## src/rtl/imem_pkg.sv

```systemverilog
// Shared types and constants for the instruction-memory load controller.
//   state_t   : controller sequencing states
//   NOP       : word returned to fetch while loading or on a bad fetch address
//   DEPTH_DEF : default imem depth in words
//   AW_DEF    : default word-address width (log2 of DEPTH_DEF)
package imem_pkg;

  localparam int unsigned DEPTH_DEF = 64;
  localparam int unsigned AW_DEF    = 6;

  localparam logic [31:0] NOP = 32'h0000_0013;

  typedef enum logic [1:0] {
    RUN     = 2'd0,
    LOAD    = 2'd1,
    RELEASE = 2'd2
  } state_t;

endpackage

```

## src/rtl/byte_to_word.sv

```systemverilog
// Assembles a little-endian byte stream into 32-bit words.
//   clk, reset   : clock, synchronous active-high reset
//   clear        : restart assembly at lane 0, dropping any partial word
//   byte_valid   : byte_data is accepted this cycle
//   byte_data    : incoming byte, first byte of a word lands in bits [7:0]
//   word_valid_c : combinational, high on the cycle the 4th byte is accepted
//   word_c       : combinational, assembled word (valid with word_valid_c)
module byte_to_word
  import imem_pkg::*;
(
  input  logic        clk,
  input  logic        reset,
  input  logic        clear,
  input  logic        byte_valid,
  input  logic [7:0]  byte_data,
  output logic        word_valid_c,
  output logic [31:0] word_c
);

  logic [1:0]  byte_cnt;
  logic [23:0] lanes;

  // Lane counter and lower three lanes; the 4th byte bypasses straight into word_c.
  always_ff @(posedge clk) begin
    if (reset || clear) begin
      byte_cnt <= '0;
      lanes    <= '0;
    end else if (byte_valid) begin
      byte_cnt <= byte_cnt + 2'd1;
      case (byte_cnt)
        2'd0:    lanes[7:0]   <= byte_data;
        2'd1:    lanes[15:8]  <= byte_data;
        2'd2:    lanes[23:16] <= byte_data;
        default: ;
      endcase
    end
  end

  assign word_valid_c = byte_valid && (byte_cnt == 2'd3);
  assign word_c       = {byte_data, lanes};

endmodule

```

## src/rtl/imem_load_ctrl.sv

```systemverilog
// Arbitrates the instruction memory between CPU fetch and a byte-stream loader.
//   clk, reset        : clock, synchronous active-high reset
//   pc / instr        : CPU fetch byte address / instruction (instr combinational)
//   fetch_err         : registered pulse for a misaligned or out-of-range pc
//   cpu_hold          : registered core hold while a load is in progress
//   ld_start, ld_len  : begin a load of ld_len words (accepted only in RUN)
//   ld_valid, ld_data : byte stream, LSB-first per word
//   ld_ready          : byte accepted when ld_valid & ld_ready
//   ld_busy           : load sequence in progress
//   ld_err            : sticky bad-length flag, cleared by the next good start
//   mem_raddr/rdata   : imem combinational read port
//   mem_we/waddr/wdata: registered imem write port
module imem_load_ctrl
  import imem_pkg::*;
#(
  parameter int unsigned DEPTH = DEPTH_DEF,
  parameter int unsigned AW    = AW_DEF
) (
  input  logic          clk,
  input  logic          reset,
  input  logic [31:0]   pc,
  output logic [31:0]   instr,
  output logic          fetch_err,
  output logic          cpu_hold,
  input  logic          ld_start,
  input  logic [AW:0]   ld_len,
  input  logic          ld_valid,
  input  logic [7:0]    ld_data,
  output logic          ld_ready,
  output logic          ld_busy,
  output logic          ld_err,
  output logic [AW-1:0] mem_raddr,
  input  logic [31:0]   mem_rdata,
  output logic          mem_we,
  output logic [AW-1:0] mem_waddr,
  output logic [31:0]   mem_wdata
);

  localparam int unsigned LW = AW + 1;

  state_t        state;
  state_t        state_nxt;
  logic [LW-1:0] len_q;
  logic [LW-1:0] word_cnt;

  logic          bad_pc_c;
  logic          len_ok_c;
  logic          start_c;
  logic          go_load_c;
  logic          accept_c;
  logic          word_valid_c;
  logic [31:0]   word_c;
  logic          last_word_c;

  logic          cpu_hold_d;
  logic          ld_ready_d;
  logic          ld_busy_d;

  // Fetch address decode and load qualification.
  assign bad_pc_c    = (pc[1:0] != 2'b00) || (pc[31:AW+2] != '0);
  assign len_ok_c    = (ld_len != '0) && (ld_len <= LW'(DEPTH));
  assign start_c     = (state == RUN) && ld_start;
  assign go_load_c   = start_c && len_ok_c;
  assign accept_c    = ld_valid && ld_ready;
  // word_cnt counts words already written, so it equals len-1 on the final word.
  assign last_word_c = word_valid_c && (word_cnt == (len_q - LW'(1)));

  assign mem_raddr = pc[AW+1:2];
  assign instr     = ((state == RUN) && !bad_pc_c) ? mem_rdata : NOP;

  byte_to_word u_b2w (
    .clk          (clk),
    .reset        (reset),
    .clear        (go_load_c),
    .byte_valid   (accept_c),
    .byte_data    (ld_data),
    .word_valid_c (word_valid_c),
    .word_c       (word_c)
  );

  // State register.
  always_ff @(posedge clk) begin
    if (reset) begin
      state <= RUN;
    end else begin
      state <= state_nxt;
    end
  end

  // Next-state logic.
  always_comb begin
    state_nxt = state;
    case (state)
      RUN:     if (go_load_c) state_nxt = LOAD;
      LOAD:    if (last_word_c) state_nxt = RELEASE;
      RELEASE: state_nxt = RUN;
      default: state_nxt = RUN;
    endcase
  end

  // Output decode from the upcoming state so the registered flags track it exactly;
  // ld_ready therefore drops on the edge that takes the last byte.
  always_comb begin
    cpu_hold_d = 1'b0;
    ld_ready_d = 1'b0;
    ld_busy_d  = 1'b0;
    case (state_nxt)
      LOAD: begin
        cpu_hold_d = 1'b1;
        ld_ready_d = 1'b1;
        ld_busy_d  = 1'b1;
      end
      RELEASE: begin
        cpu_hold_d = 1'b1;
        ld_busy_d  = 1'b1;
      end
      default: ;
    endcase
  end

  // Registered outputs, word counter and write port.
  always_ff @(posedge clk) begin
    if (reset) begin
      cpu_hold  <= 1'b0;
      ld_ready  <= 1'b0;
      ld_busy   <= 1'b0;
      ld_err    <= 1'b0;
      fetch_err <= 1'b0;
      mem_we    <= 1'b0;
      mem_waddr <= '0;
      mem_wdata <= '0;
      word_cnt  <= '0;
      len_q     <= '0;
    end else begin
      cpu_hold  <= cpu_hold_d;
      ld_ready  <= ld_ready_d;
      ld_busy   <= ld_busy_d;
      fetch_err <= (state == RUN) && bad_pc_c;
      mem_we    <= word_valid_c;
      if (start_c) begin
        ld_err <= !len_ok_c;
      end
      if (go_load_c) begin
        len_q    <= ld_len;
        word_cnt <= '0;
      end
      if (word_valid_c) begin
        mem_waddr <= word_cnt[AW-1:0];
        mem_wdata <= word_c;
        word_cnt  <= word_cnt + LW'(1);
      end
    end
  end

endmodule

```

## config.mk

```make
export PLATFORM = sky130hd
export DESIGN_NAME = imem_load_ctrl
export DESIGN_NICKNAME = d
export VERILOG_FILES = /design/src/rtl/imem_pkg.sv /design/src/rtl/byte_to_word.sv /design/src/rtl/imem_load_ctrl.sv
export SDC_FILE = /design/constraint.sdc
export NUM_CORES = 1
export LEC_CHECK = 0
export BUFFER_PORTS_ARGS = -buffer_cell sky130_fd_sc_hd__buf_2
export CORE_UTILIZATION = 47
export DETAILED_ROUTE_END_ITERATION = 7
export GPL_ROUTABILITY_DRIVEN = 0
export PLACE_DENSITY = 0.82
export SYNTH_ARGS = -nofsm -noshare
export SYNTH_HDL_FRONTEND = slang
export SYNTH_SLANG_ARGS = --single-unit
```

## constraint.sdc

```tcl
create_clock -name clk -period 2.4 [get_ports clk]
set_clock_uncertainty 0.05 [all_clocks]
set_input_delay 0.36 -clock clk [delete_from_list [all_inputs] [get_ports clk]]
set_output_delay 0.36 -clock clk [all_outputs]
set_load 0.03 [all_outputs]
```

After elaboration in Yosys (flattened, before gate mapping)
Cells that the tools add are included.

word-level totals
  bits in registers = 85
  input bits = 83
  output and inout bits = 82
  logic and storage cells = 55

cells by class
  add/sub/neg operators = 3
  $lt $le $gt $ge = 1
  eq/ne operators = 7
  multiplexer cells = 8
  reductions and logical operators = 22

operators by type and width
  kind                 count
  $mux 32              1
  $reduce_bool 24->1   1
  $mux 7               2
  $logic_and 1x1->1    8
  $add 7x1->7 const B  1
  $eq 7x7->1           1
  $le 7x7->1 const B   1
  $reduce_bool 7->1    1
  $sub 7x1->7 const B  1
  $eq 2x1->1 const B   3
  $eq 2x2->1 const B   3
  $reduce_and 2->1     3
  $logic_not 2->1      2
  $mux 2               2
  $pmux 2 s2           1
  $reduce_bool 2->1    2
  $add 2x1->2 const B  1
  $logic_not 1->1      2
  $logic_or 1x1->1     2
  $mux 1               2
  $reduce_or 2->1      1

Depth between registers and ports, before layout
Gate-level depths: netlist of the first run.

  depth in word-level cells = 8
  gate-level depth with buffers = 9
  depth with buffers taken out = 9

By module
From an unflattened synthesis of the first run, not the netlist that was laid out.

second synthesis, totals
  cells, all modules = 430
  area total of the unflattened synthesis = 4,146.5 sq um

by module, submodules not included
  module          instances  cells each  area an instance (sq um)  seq. area each (sq um)
  imem_load_ctrl  1          297         2,756.4                   1,181.1
  byte_to_word    1          133         1,390.1                   520.5

Worst setup path after synthesis of the first run
No wires, ideal clock.

  path kind = in2out
  start point = input pc[1]
  end point = output instr[10]
  arrival = 1.799 ns
  data required time = 1.990 ns
  setup slack = 0.191 ns
  cell stages on the path = 5
  buffers on the path = 1
  path through = nor4_1 -> nand4_1 -> nor4_1 -> clkbuf_1 -> and2_1

between the ends
  cells in the longest elaborated chain, start to end = 5

RTL lines
  element             RTL line              text
  start: declaration  imem_load_ctrl.sv:21  input logic [31:0] pc,
  $reduce_bool 2->1   imem_load_ctrl.sv:60  assign bad_pc_c = (pc[1:0] != 2'b00) || (pc[31:AW+2] != '0);
  $logic_or 1x1->1    imem_load_ctrl.sv:60
  $logic_not 1->1     imem_load_ctrl.sv:69  assign instr = ((state == RUN) && !bad_pc_c) ? mem_rdata : NOP;
  $logic_and 1x1->1   imem_load_ctrl.sv:69
  $mux 32             imem_load_ctrl.sv:69
  end: declaration    imem_load_ctrl.sv:22  output logic [31:0] instr,

Every way passes these cells.

Worst setup path after layout of the first run
  start point = input pc[8]
  end point = output instr[14]

between the ends
  cells in the longest elaborated chain, start to end = 5

RTL lines
  element             RTL line
  $reduce_bool 24->1  imem_load_ctrl.sv:60
  $logic_or 1x1->1    imem_load_ctrl.sv:60
  $logic_not 1->1     imem_load_ctrl.sv:69
  $logic_and 1x1->1   imem_load_ctrl.sv:69
  $mux 32             imem_load_ctrl.sv:69

Every way passes these cells.

==> impl_metrics.py, run 1 <==
metrics = {
    "global_routing": {
        "track_usage_pct": 23.46,
        "grt_max_degree": 46,
        "grt_pass1_wl_um": 15350,
        "overflow": 0,
        "grt_pass1_vias": 3192,
        "antenna_found_initial": 0,
    },
    "layout": {
        "layout_commonest_cell": "buf_2",
        "final_cell_mix": "buf_2, nand2_1, dfxtp_1, a21oi_1, nor2_1",
        "regArea_mm2": 0.001702,
        "drive_above_1_share_pct": 31.82,
        "area_delta_synth_final_pct": 27.30,
        "nFillCells": 647,
        "design_area_mm2": 0.004649,
        "multi_input_comb_area_mm2": 0.001770,
        "nets": 657,
        "diodes": 0,
    },
    "setup_path": {
        "crit_family": "simple AND/OR/NAND/NOR gates",
        "critPathKind": "input port to output port",
        "ff2ff_setup_slack_ns": 0.25,
        "worst_path_most_repeated_cell": "buf_2",
        "worst_path_max_delay_cell": "nor4_1",
        "cp_data_required_time_ns": 1.99,
        "critPathCaptureType": "output port",
        "path_cells": "buf_2 -> nor4_1 -> nand4_1 -> nor4_2 -> buf_4 -> and2_1 -> buf_2",
        "path_depth": 7,
        "startpoint_type": "input port",
        "arrival_ns": 1.80,
        "slowest_delay_ns": 0.28,
        "worstRegToRegCells": 8,
        "crit_fanout": 32,
        "worst-path-buf-inv": 3,
    },
    "cts": {
        "cts_htree_levels": 3,
        "clock_sinks": 85,
        "path_clk_slew_ns": 0.08,
        "cts_tree": "built",
        "root_buffer": "clkbuf_8",
        "cts_buffer_depth": 2,
        "numCtsBuffers": 9,
        "hold_buffers": 0,
        "clock_latency_ns": 0.36,
        "post_cts_buffers": 0,
        "cts_resized": 0,
    },
    "floorplanning": {
        "initial_core_util_pct": 49.56,
        "core_area_mm2": 0.007370,
        "die_area_mm2": 0.008127,
        "die_w_um": 90.15,
        "row_count": 31,
        "die_y_um": 90.15,
        "ios": 165,
    },
    "yosys": {
        "netlist_instances": 430,
        "ys_async_sr_fraction_pct": 0,
        "synth-main-ff-cell": "dfxtp_1",
        "ys_warn_count": 0,
        "yosys.area.top_type": "dfxtp_1",
        "synth_nets": 520,
        "synth.area.top_cells": "dfxtp_1, nand2_1, mux2i_1",
        "syn_area_per_cell_um2": 8.494,
        "yosysTopAreaCellShare_pct": 46.59,
        "synth-seq-area-share_pct": 46.59,
        "synth-seq-cells": 85,
        "synth_cell_types": 36,
        "synth_area_mm2": 0.003652,
        "synth-edff-count": 0,
    },
    "hold_path": {
        "min_path_cells": 3,
        "hold_path_class": "input port to flop",
    },
    "place": {
        "hpwlAfterDp_um": 6913,
        "port-buffer-count": 152,
        "place_area_mm2": 0.004429,
    },
    "detailed_routing": {
        "firstDrtPassIters": 5,
        "vias": 3369,
        "wirelength_um": 9528,
        "ant_nets": 0,
        "dr.first_iter.drc_count": 231,
        "viasPerCell": 5.021,
        "wire_per_inst_um": 14.20,
        "drcViolationCount": 0,
    },
    "timing": {
        "period_minus_slack_ns": 2.212,
        "whs_ns": 0.2100,
        "post-route-period-util_pct": 92.16,
        "clock.fmax_ghz": 0.4521,
        "slew_viol_final": 0,
        "setup_tns_ns": 0,
        "slew_headroom_pct": 57.34,
        "hold_violations": 0,
        "rsz0062_at_grt": "no",
        "tightest_slew_ns": 0.6399,
        "setup_viol": 0,
    },
    "flow_run": {
        "cap_violations": 0,
    },
    "power": {
        "p_leak_nw": 2.264,
        "power.density_mw_per_mm2": 599.1,
        "ir_worst_vdd_mv": 0.5009,
    },
    "status": {
        "outcome": "complete, no violations",
    },
}
==> power by group <==
group / internal, mW / switching [mW] / leakage, nW
Combinational: 0.101 / 0.125 / 1.46
Sequential: 1.43 / 0.0165 / 0.687
Clock: 0.591 / 0.526 / 0.114
==> sequential cells by signal (all words and copies together) (netlist names) <==
name / cells
fetch_err: 1
ld_busy: 1
ld_err: 1
ld_ready: 1
len_q: 7
mem_waddr: 6
mem_wdata: 32
mem_we: 1
state: 2
u_b2w.byte_cnt: 2
u_b2w.lanes: 24
word_cnt: 7
==> area by class of cell <==
type	count	share of cell area, %
multi-input cells	309	38.08
flip-flops and latches	85	36.60
repair buffers	158	17.60
clock buffers	9	2.664
well taps	99	2.664
clock inverters	7	2.072
inverters	4	0.3229
==> synthesized netlist by cell type (all sizes together) (3+ instances only) <==
cell type	count
inv	4
a21oi	44
a31oi	4
nor2	44
nor4	8
nand2	85
clkbuf	18
xor2	5
nor3	3
mux2i	31
dfxtp	85
a311oi	3
xnor2	6
nand2b	6
ha	7
nand3	15
and2	29
buf	14
==> metal layers <==
metal	GRT usage (%)	wire length (um)
met4	7.930	116
met3	5.161	498
met2	37.02	4390
met1	31.75	4523
met5	0	0
==> logic make-up after synthesis <==
family	share of synthesized area [%]
flip-flops	46.59
buffers and inverters	5.241
AO/OA/AOI/OAI	8.804
AND/OR/NAND/NOR	25.83
multiplexers	8.496
adder cells (fa/ha/maj)	2.398
XOR/XNOR	2.638
==> final timing paths <==
path	from	end
worst min-delay path	ld_len[3]	len_q[3]
worst max-delay path	pc[8]	instr[14]
worst min register to register	u_b2w.lanes[16]	mem_wdata[16]
worst max register to register	len_q[0]	ld_busy
==> worst min-delay path: stages <==
cell,delay (ns)
buf_2,0.09
mux2i_1,0.06
nor2_1,0.07
==> metrics by stage <==
stage | total power, mW | std cells | util [%] | setup slack, ns
floorplan | 1.616 | 430 | - | 0.1914
global placement | 1.691 | 655 | 60.10 | 0.1703
detailed placement | 1.698 | 655 | 60.10 | 0.09165
CTS | 2.796 | 671 | 63.09 | 0.1938
global route | 2.875 | 671 | 63.09 | 0.004986
finish | 2.786 | 671 | 63.09 | 0.1883
Note: power is estimated with default switching activity, not from simulation.
==> inputs of run 2 (changes only) <==
--- a/config.mk
+++ b/config.mk
@@ -5,11 +5,13 @@
 export SDC_FILE = /design/constraint.sdc
 export NUM_CORES = 1
 export LEC_CHECK = 0
+export ABC_AREA = 0
 export BUFFER_PORTS_ARGS = -buffer_cell sky130_fd_sc_hd__buf_2
 export CORE_UTILIZATION = 47
 export DETAILED_ROUTE_END_ITERATION = 7
 export GPL_ROUTABILITY_DRIVEN = 0
 export PLACE_DENSITY = 0.82
+export RECOVER_POWER = 100
 export SYNTH_ARGS = -nofsm -noshare
 export SYNTH_HDL_FRONTEND = slang
 export SYNTH_SLANG_ARGS = --single-unit
==> run 2 against run 1 <==
Sequential share of layout area grew 0.74 points. Sequential cell count is the same. Count of clock-buffer cells in the layout is the same. Final area shrank 2.0%. Final cell count is the same. First-iteration DRC count shrank 10%. Hold slack lost 0.0018 ns. Sequential power is essentially flat. Via count shrank 0.18%. Register-to-register slack is essentially flat.
==> impl_metrics.py, run 2 (synthesis gave the netlist of run 1 again) <==
metrics = {
    "floorplanning": {
        "die_area_mm2": 0.008127,
        "ios": 165,
        "die_y_um": 90.15,
        "row_count": 31,
        "die_w_um": 90.15,
        "initial_core_util_pct": 49.56,
        "core_area_mm2": 0.007370,
    },
    "layout": {
        "drive_above_1_share_pct": 23.43,
        "layout_commonest_cell": "buf_2",
        "top_regs": "mem_wdata: 32 flops, u_b2w.lanes: 24 flops",
        "nets": 657,
        "final_cell_mix": "buf_2, nand2_1, dfxtp_1, a21oi_1, clkbuf_1",
        "diodes": 0,
        "layoutNonFillerInstCount": 671,
        "fin_util_pct": 61.83,
        "area_delta_synth_final_pct": 24.77,
        "top_register": "mem_wdata",
        "largest_reg_flops": 32,
    },
    "detailed_routing": {
        "dr.first_iter.drc_count": 207,
        "wl_met2_um": 4382,
        "firstDrtPassIters": 4,
        "met3_length_um": 501,
        "viasPerCell": 5.012,
        "ant_nets": 0,
        "drcViolationCount": 0,
        "wire_per_inst_um": 14.15,
        "drt-met1-wl_um": 4515,
        "routed.top_layer": "met4",
        "vias": 3363,
        "wirelength_um": 9498,
    },
    "place": {
        "dpl.cell_count": 655,
        "preCtsSetupSlack_ns": 0.09165,
        "port-buffer-count": 152,
        "hpwlAfterDp_um": 6913,
    },
    "power": {
        "swShare_pct": 23.87,
        "seqPwrFrac_pct": 52.0,
        "combPwrFrac_pct": 7.8,
        "pwr-share-clk_pct": 40.1,
        "ir_worst_vdd_mv": 0.5004,
        "power.density_mw_per_mm2": 608.6,
        "p_switching_mw": 0.6619,
        "p_int_mw": 2.111,
        "p_leak_nw": 2.046,
    },
    "cts": {
        "numCtsBuffers": 9,
        "hold_buffers": 0,
        "clock_latency_ns": 0.36,
        "cts_buffer_depth": 2,
        "cts_resized": 0,
        "post_cts_buffers": 0,
        "path_clk_slew_ns": 0.08,
        "root_buffer": "clkbuf_8",
        "clock_sinks": 85,
        "cts_htree_levels": 3,
        "cts_tree": "built",
    },
    "setup_path": {
        "startpoint_type": "input port",
        "arrival_ns": 1.82,
        "slowest_delay_ns": 0.29,
        "path_cells": "buf_2 -> nor4_1 -> nand4_1 -> nor4_2 -> buf_4 -> and2_1 -> clkbuf_2",
        "critPathKind": "input port to output port",
        "cp_data_required_time_ns": 1.99,
        "crit_fanout": 32,
        "critPathCaptureType": "output port",
        "worst_path_max_delay_cell": "buf_4",
        "ff2ff_setup_slack_ns": 0.24,
    },
    "timing": {
        "slew_headroom_pct": 39.51,
        "period_minus_slack_ns": 2.226,
        "tightest_slew_ns": 0.9074,
        "setup_tns_ns": 0,
        "hold_violations": 0,
        "setup_ws_ns": 0.1738,
        "rsz0062_at_grt": "no",
        "clock.fmax_ghz": 0.4492,
        "slew_viol_final": 0,
        "whs_ns": 0.2083,
        "post-route-period-util_pct": 92.76,
        "setup_viol": 0,
    },
    "flow_run": {
        "cap_violations": 0,
    },
    "global_routing": {
        "overflow": 0,
        "grt_max_degree": 46,
        "track_usage_pct": 23.46,
        "grt_pass1_vias": 3192,
        "antenna_found_initial": 0,
        "grt_pass1_wl_um": 15350,
    },
    "status": {
        "outcome": "complete, no violations",
    },
    "hold_path": {
        "hold_path_class": "input port to flop",
    },
}
run 2: path summary, 6_finish.rpt:
kind                    to  cells after the start       startpoint
max reg2reg        ld_busy                      8         len_q[0]
min reg2reg  mem_wdata[16]                      2  u_b2w.lanes[16]
min               len_q[3]                      3        ld_len[3]
max               instr[7]                      7            pc[8]
run 2: power groups by stage:
stage                     Combinational (mW)  Clock (mW)  Sequential (mW)
after floorplan                        0.136           0             1.48
after global placement                 0.215           0             1.48
after detailed placement               0.223           0             1.48
after CTS                              0.225        1.13             1.44
after global routing                   0.237        1.18             1.45
final                                  0.217        1.11             1.44
run 2: worst max-delay path: cells and delay by family:
family | cells | cell delay, ns
simple gates | 4 | 0.84
buf+inv | 3 | 0.61
run 2: per-layer routing:
layer / vias up / track usage [%]
met2: 84 / 37.02
met4: 0 / 7.930
met1: 1577 / 31.75
met5: - / 0
met3: 8 / 5.161
li1: 1694 / -
run 2: per-stage QoR:
step / area [um2] / power (mW)
after CTS: 4649 / 2.796
after detailed placement: 4429 / 1.698
after global placement: 4429 / 1.691
after global routing: 4557 / 2.866
after floorplan: 3652 / 1.616
final: 4557 / 2.773
run 2: cell type report:
type | instances | area [um2]
sequential | 85 | 1702
multi-input combinational | 309 | 1753
fill | 668 | 2813
inverter | 4 | 15.01
clock buffer | 9 | 123.9
timing repair buffer | 158 | 743.2
clock inverter | 7 | 96.34
tap | 99 | 123.9
==> inputs of run 3 (changes only) <==
--- a/config.mk
+++ b/config.mk
@@ -7,10 +7,10 @@
 export LEC_CHECK = 0
 export ABC_AREA = 0
 export BUFFER_PORTS_ARGS = -buffer_cell sky130_fd_sc_hd__buf_2
-export CORE_UTILIZATION = 47
+export CORE_UTILIZATION = 45
 export DETAILED_ROUTE_END_ITERATION = 7
 export GPL_ROUTABILITY_DRIVEN = 0
-export PLACE_DENSITY = 0.82
+export PLACE_DENSITY = 0.79
 export RECOVER_POWER = 100
 export SYNTH_ARGS = -nofsm -noshare
 export SYNTH_HDL_FRONTEND = slang
==> run 3 against run 2 <==
Non-clock buffer count grew 1. Count of clock-buffer cells in the layout is the same. Global-route usage shrank 0.71 points. Highest routed layer unchanged.
==> impl_metrics.py, run 3 (synthesis gave the netlist of run 1 again) <==
metrics = {
    "status": {
        "outcome": "complete, no violations",
    },
    "setup_path": {
        "crit_fanout": 32,
        "worstRegToRegCells": 5,
        "critPathKind": "input port to output port",
        "startpoint_type": "input port",
        "r2r_start": "u_b2w.byte_cnt[0]",
        "critPathCaptureType": "output port",
        "ff2ff_setup_slack_ns": 0.26,
        "arrival_ns": 1.82,
        "crit_path_end": "instr[20]",
        "rr_endpoint": "mem_wdata[20]",
        "cp_data_required_time_ns": 1.99,
        "crit_path_start": "pc[24]",
    },
    "timing": {
        "whs_ns": 0.1855,
        "hold_violations": 0,
        "slew_headroom_pct": 45.69,
        "tightest_slew_ns": 0.8124,
        "post-route-period-util_pct": 92.99,
        "setup_viol": 0,
        "slew_viol_final": 0,
        "rsz0062_at_grt": "no",
        "clock.fmax_ghz": 0.4481,
        "setup_tns_ns": 0,
        "period_minus_slack_ns": 2.232,
    },
    "cts": {
        "cts_htree_levels": 3,
        "cts_buffer_depth": 2,
        "clock_latency_ns": 0.37,
        "clock_sinks": 85,
        "numCtsBuffers": 9,
        "path_clk_slew_ns": 0.09,
        "root_buffer": "clkbuf_8",
        "cts_tree": "built",
    },
    "layout": {
        "area_delta_synth_final_pct": 24.80,
        "diodes": 0,
        "regArea_mm2": 0.001702,
        "nets": 658,
        "largest_reg_flops": 32,
        "final_cell_mix": "nand2_1, dfxtp_1, buf_2, a21oi_1, clkbuf_1",
        "multi_input_comb_area_mm2": 0.001753,
        "top_regs": "mem_wdata: 32 flops, u_b2w.lanes: 24 flops",
        "top_register": "mem_wdata",
        "nFillCells": 733,
        "drive_above_1_share_pct": 23.56,
    },
    "detailed_routing": {
        "vias": 3345,
        "viasPerCell": 4.956,
        "dr.first_iter.drc_count": 190,
        "drcViolationCount": 0,
        "firstDrtPassIters": 4,
        "wirelength_um": 9271,
        "ant_nets": 0,
        "wire_per_inst_um": 13.73,
    },
    "global_routing": {
        "track_usage_pct": 22.75,
        "grt_pass1_vias": 3122,
        "antenna_found_initial": 0,
        "grt_max_degree": 46,
        "overflow": 0,
        "grt_pass1_wl_um": 15150,
    },
    "power": {
        "p_leak_nw": 2.027,
        "power.density_mw_per_mm2": 591.1,
        "ir_worst_vdd_mv": 0.4477,
    },
    "place": {
        "hpwlAfterDp_um": 6857,
        "port-buffer-count": 152,
    },
    "floorplanning": {
        "die_y_um": 92.09,
        "die_area_mm2": 0.008481,
        "row_count": 32,
        "die_w_um": 92.09,
        "initial_core_util_pct": 46.78,
        "core_area_mm2": 0.007807,
        "ios": 165,
    },
    "hold_path": {
        "hold_path_class": "input port to flop",
    },
    "flow_run": {
        "cap_violations": 0,
    },
}
[run 3: changes by cell type in the layout (fill, tap and decap cells not counted), sizes merged]
cell      before  now
clkbuf        78   80
clkinv         3    2
clkinvlp       0    2
buf           89   88
bufinv         2    1
[run 3: cell type report]
class | instances | share of cell area (%)
Clock buffer | 9 | 2.718
Clock inverter | 7 | 1.812
Inverter | 4 | 0.3294
Multi-Input combinational cell | 309 | 38.46
Sequential cell | 85 | 37.33
Tap cell | 102 | 2.800
Timing Repair Buffer | 159 | 16.55
[run 3: through the flow]
step	power (mW)	instance area [um2]	std cells	setup WS, ns	utilization [%]
after detailed placement	1.696	4441	659	0.09176	56.88
final	2.694	4558	675	0.1682	58.38
after global routing	2.799	4558	675	0.009644	58.38
after floorplan	1.616	3652	430	0.1914	-
after CTS	2.726	4647	675	0.1802	59.52
after global placement	1.690	4441	659	0.1880	56.88
[run 3: how the worst min path moves through the flow]
| stage | endpoint | from | slack (ns) | cells after the start |
|---|---|---|---|---|
| after floorplan | mem_wdata[0] | u_b2w.lanes[0] | 0.38 | 2 |
| after global placement | mem_wdata[21] | u_b2w.lanes[21] | 0.39 | 2 |
| after detailed placement | mem_wdata[11] | mem_wdata[11] | 0.39 | 2 |
| after CTS | len_q[0] | ld_len[0] | 0.18 | 3 |
| after global routing | len_q[4] | ld_len[4] | 0.21 | 3 |
| final | len_q[0] | ld_len[0] | 0.19 | 3 |
[run 3: repair_timing]
action / 4_1_cts / 5_1_grt
endpoints found under the setup margin: 0 / 20
hold buffers: 0 / 0
setup buffers: 0 / 0
endpoints found under the hold margin: 0 / 0
gates resized for setup: 0 / 1
[run 3: where the power goes]
part / internal, mW / total, mW / switching [mW]
Clock: 0.494 / 1.04 / 0.544
Sequential: 1.43 / 1.44 / 0.0169
Combinational: 0.0944 / 0.213 / 0.119
[run 3: critical path, cell delays in order]
cell,delay (ns)
buf_2,0.10
nor4_1,0.37
nand3_1,0.18
nor4_2,0.20
buf_6,0.24
and2_1,0.17
clkbuf_2,0.21
[run 3: per-layer routing]
layer	GRT usage, %	vias up	part of all wire [%]
met5	0	-	0
met4	8.594	0	1.6
met3	4.643	12	3.7
met2	34.58	70	45
li1	-	1704	-
met1	31.68	1559	49
